File: src/rtl/sda_to_parallel.sv
// sda_to_parallel: receiver for the scl/sda serial link from the P2S converter.
// Oversamples scl/sda on sclk and detects START (sda falls while scl high) and STOP (sda rises while scl high).
// Shifts in NBITS data bits MSB first and emits the word with a one-cycle data_valid strobe.
// Aborted frames produce a one-cycle frame_err strobe instead and leave data_out untouched.
// Optional feature: define SDA_TO_PARALLEL_ONEHOT_EN to add onehot_out, a registered one-hot decode of data_out.
module sda_to_parallel #(
  parameter int unsigned NBITS       = 4,
  parameter int unsigned TIMEOUT_CYC = 32
) (
  input  logic             sclk,
  input  logic             rst,
  input  logic             scl,
  input  logic             sda,
  output logic [NBITS-1:0] data_out,
  output logic             data_valid,
  output logic             frame_err,
  output logic             busy
`ifdef SDA_TO_PARALLEL_ONEHOT_EN
  ,
  output logic [(1<<NBITS)-1:0] onehot_out
`endif
);

  localparam int unsigned CW  = $clog2(NBITS + 1);
  localparam int unsigned WW  = $clog2(TIMEOUT_CYC + 1);
  localparam int unsigned OHW = 1 << NBITS;

  typedef enum logic [1:0] {IDLE, RECV, WAIT_STOP} state_t;

  state_t           state;
  logic             s_scl, s_sda, p_sda, ps_scl;
  logic [CW-1:0]    cnt;
  logic [NBITS-1:0] shreg;
  logic [WW-1:0]    wd;
  logic             is_start, is_stop, is_bit, wd_expire;

  // Line sampling: one-cycle sample of scl/sda plus the previous sample of each.
  always_ff @(posedge sclk or negedge rst) begin
    if (!rst) begin
      s_scl  <= 1'b1;
      s_sda  <= 1'b1;
      p_sda  <= 1'b1;
      ps_scl <= 1'b1;
    end else begin
      s_scl  <= scl;
      s_sda  <= sda;
      p_sda  <= s_sda;
      ps_scl <= s_scl;
    end
  end

  // Classify the current sample; only the first high sample of an scl phase can be a data bit.
  always_comb begin
    is_start  = s_scl & p_sda & ~s_sda;
    is_stop   = s_scl & ~p_sda & s_sda;
    is_bit    = s_scl & (s_sda == p_sda) & ~ps_scl;
    wd_expire = ~s_scl & (wd == WW'(TIMEOUT_CYC - 1));
  end

  // Frame FSM with watchdog; all outputs registered, strobes default low every cycle.
  always_ff @(posedge sclk or negedge rst) begin
    if (!rst) begin
      state      <= IDLE;
      cnt        <= '0;
      shreg      <= '0;
      wd         <= '0;
      data_out   <= '0;
      data_valid <= 1'b0;
      frame_err  <= 1'b0;
      busy       <= 1'b0;
`ifdef SDA_TO_PARALLEL_ONEHOT_EN
      onehot_out <= '0;
`endif
    end else begin
      data_valid <= 1'b0;
      frame_err  <= 1'b0;
      case (state)
        IDLE: begin
          wd <= '0;
          if (is_start) begin
            state <= RECV;
            cnt   <= '0;
            shreg <= '0;
            busy  <= 1'b1;
          end
        end
        RECV, WAIT_STOP: begin
          // Watchdog cleared by any scl-high sample, saturating otherwise.
          if (s_scl)
            wd <= '0;
          else if (wd < WW'(TIMEOUT_CYC))
            wd <= wd + 1'b1;

          if (wd_expire) begin
            frame_err <= 1'b1;
            state     <= IDLE;
            busy      <= 1'b0;
            wd        <= '0;
          end else if (is_start) begin
            frame_err <= 1'b1;
            state     <= RECV;
            cnt       <= '0;
            shreg     <= '0;
          end else if (state == RECV) begin
            if (is_stop) begin
              frame_err <= 1'b1;
              state     <= IDLE;
              busy      <= 1'b0;
            end else if (is_bit) begin
              shreg <= (shreg << 1) | NBITS'(s_sda);
              cnt   <= cnt + 1'b1;
              if (cnt == CW'(NBITS - 1))
                state <= WAIT_STOP;
            end
          end else begin
            if (is_stop) begin
              data_out   <= shreg;
              data_valid <= 1'b1;
              state      <= IDLE;
              busy       <= 1'b0;
`ifdef SDA_TO_PARALLEL_ONEHOT_EN
              onehot_out <= {{(OHW-1){1'b0}}, 1'b1} << shreg;
`endif
            end else if (is_bit) begin
              frame_err <= 1'b1;
              state     <= IDLE;
              busy      <= 1'b0;
            end
          end
        end
        default: begin
          state <= IDLE;
          busy  <= 1'b0;
        end
      endcase
    end
  end

endmodule
File: config.mk
export PLATFORM = sky130hd
export DESIGN_NAME = sda_to_parallel
export DESIGN_NICKNAME = d
export VERILOG_FILES = /design/src/rtl/sda_to_parallel.sv
export SDC_FILE = /design/constraint.sdc
export NUM_CORES = 1
export LEC_CHECK = 0
export BUFFER_PORTS_ARGS = -buffer_cell sky130_fd_sc_hd__buf_2
export CAP_MARGIN = 20
export CORE_ASPECT_RATIO = 0.6
export CORE_MARGIN = 5
export CORE_UTILIZATION = 52
export DETAILED_ROUTE_END_ITERATION = 7
export PLACE_DENSITY = 0.74
export SYNTH_ARGS = -nofsm -noshare
export SYNTH_HDL_FRONTEND = slang
export SYNTH_SLANG_ARGS = --single-unit
File: constraint.sdc
create_clock -name sclk -period 1.8 [get_ports sclk]
set_input_delay 0.09 -clock sclk [delete_from_list [all_inputs] [get_ports sclk]]
set_output_delay 0.09 -clock sclk [all_outputs]
set_load 0.01 [all_outputs]
### Yosys cells after proc, flatten, opt, wreduce, memory -nomap -nowiden

Index checks and enable logic that the tools add are counted.

| storage, ports and cells | value |
|---|---|
| register bits | 26 |
| input bits | 4 |
| output and inout port bits | 7 |
| word-level logic and storage cells | 101 |

| operators by class | value |
|---|---|
| $add $sub $neg | 2 |
| $lt $le $gt $ge | 1 |
| eq/ne operators | 16 |
| muxes and demuxes | 47 |
| bitwise operators | 15 |
| reductions and logical operators | 8 |

Operator list:

| cell | number |
|---|---|
| $mux 4 | 6 |
| $mux 1 | 18 |
| $mux 2 | 9 |
| $mux 3 | 6 |
| $mux 6 | 3 |
| $ne 3x3->1 const B | 4 |
| $ne 4x4->1 const B | 3 |
| $pmux 6 s2 | 1 |
| $pmux 4 s2 | 1 |
| $and 1x1->1 | 7 |
| $not 1->1 | 7 |
| $add 6x1->6 const B | 1 |
| $eq 6x5->1 const B | 1 |
| $lt 6x6->1 const B | 1 |
| $ne 6x6->1 const B | 1 |
| $pmux 3 s2 | 1 |
| $reduce_and 6->1 | 1 |
| $ne 5x5->1 const B | 1 |
| $reduce_and 5->1 | 1 |
| $ne 2x2->1 const B | 2 |
| $or 4x1->4 | 1 |
| $pmux 2 s2 | 1 |
| $reduce_and 4->1 | 1 |
| $add 3x1->3 const B | 1 |
| other kinds (10) | 10 |

### Longest topological paths before layout

| logic depth | value |
|---|---|
| depth in word-level cells | 9 |
| depth in mapped cells | 7 |
| depth with buffers taken out | 6 |

### Least setup slack after synthesis

Ideal clock, no wire load.

| timing path | value |
|---|---|
| path type | register to register |
| from | reg state[0] |
| to | reg cnt[0] |
| library setup time | 0.125 ns |
| arrival | 1.626 ns |
| data required time | 1.675 ns |
| path slack | 0.049 ns |
| cell stages (with the launch flop) | 8 |
| path buffers | 2 |
| clock period less this slack | 1.751 ns |
| cells stage by stage | dfrtp_1 > inv_1 > ha_1 > buf_4 > and4bb_4 > and3_1 > buf_2 > mux2_4 |

| between the ends | value |
|---|---|
| longest elaborated chain between the ends | 4 |
| elaborated cells between the ends (all ways) | 12 |
| those cells by class | eq/ne (7); mux (1); reduce/logical (4) |

RTL lines:

| element | line | text |
|---|---|---|
| start, declared | 30 | `state_t state;` |
| start signal, assigned | 63 | `state <= IDLE;` |
| start signal, assigned | 81 | `state <= RECV;` |
| start signal, assigned | 96 | `state <= IDLE;` |
| $eq 2x1->1 or $eq 2x2->1 (tied branches) | 77, 104 |  |
| $reduce_or 2->1 | 77 | `case (state)` |
| $ne 3x3->1 (no line), or another cell as far along | - |  |
| $reduce_and 6->1 (no line) | - |  |
| end signal, assigned | 111 | `cnt <= cnt + 1'b1;` |
| end, declared | 32 | `logic [CW-1:0] cnt;` |

Parallel ways exist; a longest one is shown, timed or not.
A chain may end at the register's enable or synchronous reset.

### Worst setup path in the final report

Ends and elaborated chain as after synthesis.

==> metrics.md <==
| Metric | Value |
|---|---|
| Outcome | finished, final reports clean |
| Synth cell types | 38 |
| # nets final | 159 |
| Most frequent cells in the layout | dfrtp_1 (22), o21ai_0 (14), inv_1 (10), buf_2 (10), nor2_1 (7) |
| Startpoint Class | flip-flop |
| Area delta synth->final | 15.3% |
| Endpoints failing setup | 0 |
| Worst-path maximum fanout | 6 |
| Final period util | 97.5% |
| Slew Viols, Final | 0 |
| First-pass GRT wire length | 4.72 mm |
| Clock buffer count from CTS | 3 |
| Root buf cell | clkbuf_8 |
| Rel. slew slack | 61.7% |
| Worst skew pair latency | 270 ps |
| Combinational share of power | 34.6% |
| Final hold violation count | 0 |
| Fillers | 192 |
| Remaining Overflow, GRT | 0 |
| Post-Syn Area | 1350 µm² |
| Critical R2R Launch | state[0]$_DFFE_PN0P_ |
| Pwr Density | 1010 nW/µm² |
| Die height | 49.4 µm |
| Static Leak | 0.729 nW |
| Clock-pin slew of the registers on the worst-case setup and hold paths | 90 ps |
| Peak Freq | 570 MHz |
| Hold Crit Class | in -> async |
| Via/cell ratio | 5.80 |
| Slowest-stage cell, CP | dfrtp_1 |
| Setup Skew | 9.99 ps |
| Most common cell after layout, fill and taps aside | dfrtp_1 |
| Sw Ratio | 32.3% |
| Psw | 0.000506 W |
| Core Box Area | 2490 µm² |
| Vias in the first global route | 996 |
| Initial Util | 54.1% |
| FF+latch area | 656 µm² |
| Drt initial violations | 68 |
| Initial antenna violation count | 0 |
| MaxCap Viol Count | 0 |
| Antenna cells | 0 |
| Syn_area_per_cell | 10.4 µm² |
| WL final | 2.73 mm |
| DIE WIDTH | 75.7 µm |
| Post-Syn Nets | 140 |
| Seq cells post-synth | 26 |
| Setup TNS | 0 ps |
| Gr usage total | 16.7% |
| Final Core Density | 62.3% |
| DP Worst Slack | -14.5 ps |
| First drt pass iteration count | 4 |
| Post-Synthesis Cells | 129 |
| Largest net degree at the start of global routing | 27 |
| R2R Path End | cnt[0]$_DFFE_PN0P_ |
| Largest stage delay, worst path | 440 ps |
| # IOs | 11 |
| Yosys warns | 0 |
| Main synth FF type | dfrtp_1 |
| Tot Pwr | 0.00157 W |
| Input/output buffers | 10 |
| Reg2Reg Depth | 6 |
| WP data required | 1960 ps |
| Seq/Total Area, Yosys | 48.7% |
| Worst setup margin | 44.6 ps |
| Post-synth EDFFs | 0 |
| Sequential share of power | 43.9% |
| Final ANT Viol Nets | 0 |
| P_int | 0.00106 W |
| Vias | 1038 |
| CP arrival | 1910 ps |
| Clock power share | 21.5% |
| Clock buffer depth | 2 |
| Share of cells above drive strength 1 | 29.9% |
| Drt drc | 0 |
| Crit end category | flip-flop |
| Worst setup path start | state[0]$_DFFE_PN0P_ |
| CP cell instances | inv_2, ha_4, and4bb_4, o21ai_2, a21bo_2, mux2_4 |
| Site row count | 14 |
| CP Class | reg -> reg |
| Multi-input logic area | 639 µm² |
| Drt wl/cell | 15.2 µm |
| Crit path time final | 1760 ps |
| Number of H-tree levels | 1 |
| Die area | 3740 µm² |
| Max IR drop VDD | 0.000448 V |
| DP HPWL | 1.93 mm |
| CTS tree | built |
| Worst R2R Setup Slack | 40 ps |
| Ys async rst share | 100% |
| RePlAce Congestion | 0.848 |
| TritonCTS Sinks | 26 |
| Worst-margin pin slew | 574 ps |
-- synthesized netlist by cell type (2+ instances only) --
cell type	instances	area share, %
a21oi_1	4	1.5
a221oi_1	2	1.3
a22o_2	5	3.7
a31oi_1	4	1.9
and3_1	2	0.93
buf_2	3	1.1
dfrtp_1	22	41
dfstp_2	4	7.8
ha_1	7	6.5
inv_1	12	3.3
mux2_2	4	3.3
nand2_1	6	1.7
nand2b_1	3	1.4
nand3_1	6	2.2
nand4_1	2	0.93
nor2_1	7	2.0
nor3_1	2	0.74
o21ai_0	14	5.2
-- what timing repair did --
action,4_1_cts,5_1_grt
pin swaps,0,4
hold buffers,3,0
gates resized for setup,0,6
hold endpoints to repair,24,0
setup endpoints to repair,1,9
cloned,0,0
buffers inserted,1,2
-- worst max-delay path: cells and delay by family, from the launching register on --
family	cells	cell delay (ps)
flops	1	440
compound gates	2	300
buf+inv	1	80
fa+ha+maj	1	290
mux	1	260
simple gates	1	270
-- layer usage --
metal	wire (µm)	global-route usage, %
met2	1290	22.8
met4	55	7.56
met1	1230	24.2
met3	155	4.73
met5	0	0
-- how the worst max path moves through the flow --
stage	endpoint	slack [ps]	cells past startpoint
after global placement	cnt[0]$_DFFE_PN0P_	60	6
final	cnt[0]$_DFFE_PN0P_	40	6
after floorplan	cnt[0]$_DFFE_PN0P_	50	7
after CTS	cnt[0]$_DFFE_PN0P_	10	6
after global routing	cnt[0]$_DFFE_PN0P_	-10	6
after detailed placement	cnt[0]$_DFFE_PN0P_	-10	6
-- power by group through the flow --
stage	Sequential, W	Clock, W	Combinational [W]
after floorplan	0.000691	0	0.000317
after global placement	0.000691	0	0.000431
after detailed placement	0.000694	0	0.000441
after CTS	0.000680	0.000349	0.000469
after global routing	0.000698	0.000374	0.000599
final	0.000688	0.000336	0.000542
-- sequential cells by signal, indices dropped and copies added, names as in the netlist --
| register | flops |
|---|---|
| state | 2 |
| shreg | 4 |
| cnt | 3 |
| data_out | 4 |
| frame_err | 1 |
| p_sda | 1 |
| s_sda | 1 |
| busy | 1 |
| data_valid | 1 |
| wd | 6 |
| s_scl | 1 |
| ps_scl | 1 |
-- kinds of logic after synthesis --
kind of cell,Yosys count,synth area share [%]
AOI/OAI and AO/OA,38,19.3
and+or+nand+nor,36,15.2
DFF,26,48.7
buffers and inverters,17,5.86
adders and majority gates,7,6.51
muxes,5,4.46
-- per-stage QoR --
step	hold slack, ps	instances	cell area [µm²]
after floorplan	-206	129	1350
after global placement	110	169	1420
after detailed placement	120	169	1420
after CTS	357	177	1510
after global routing	408	179	1550
final	339	179	1550
-- final cells by class --
class / count / share of cell area, %
Tap cell: 32 / 2.58
Sequential cell: 26 / 42.3
Inverter: 12 / 2.91
Timing Repair Buffer: 19 / 8.07
Clock buffer: 4 / 2.91
Multi-Input combinational cell: 86 / 41.2
Power figures use the tool's default switching activity.
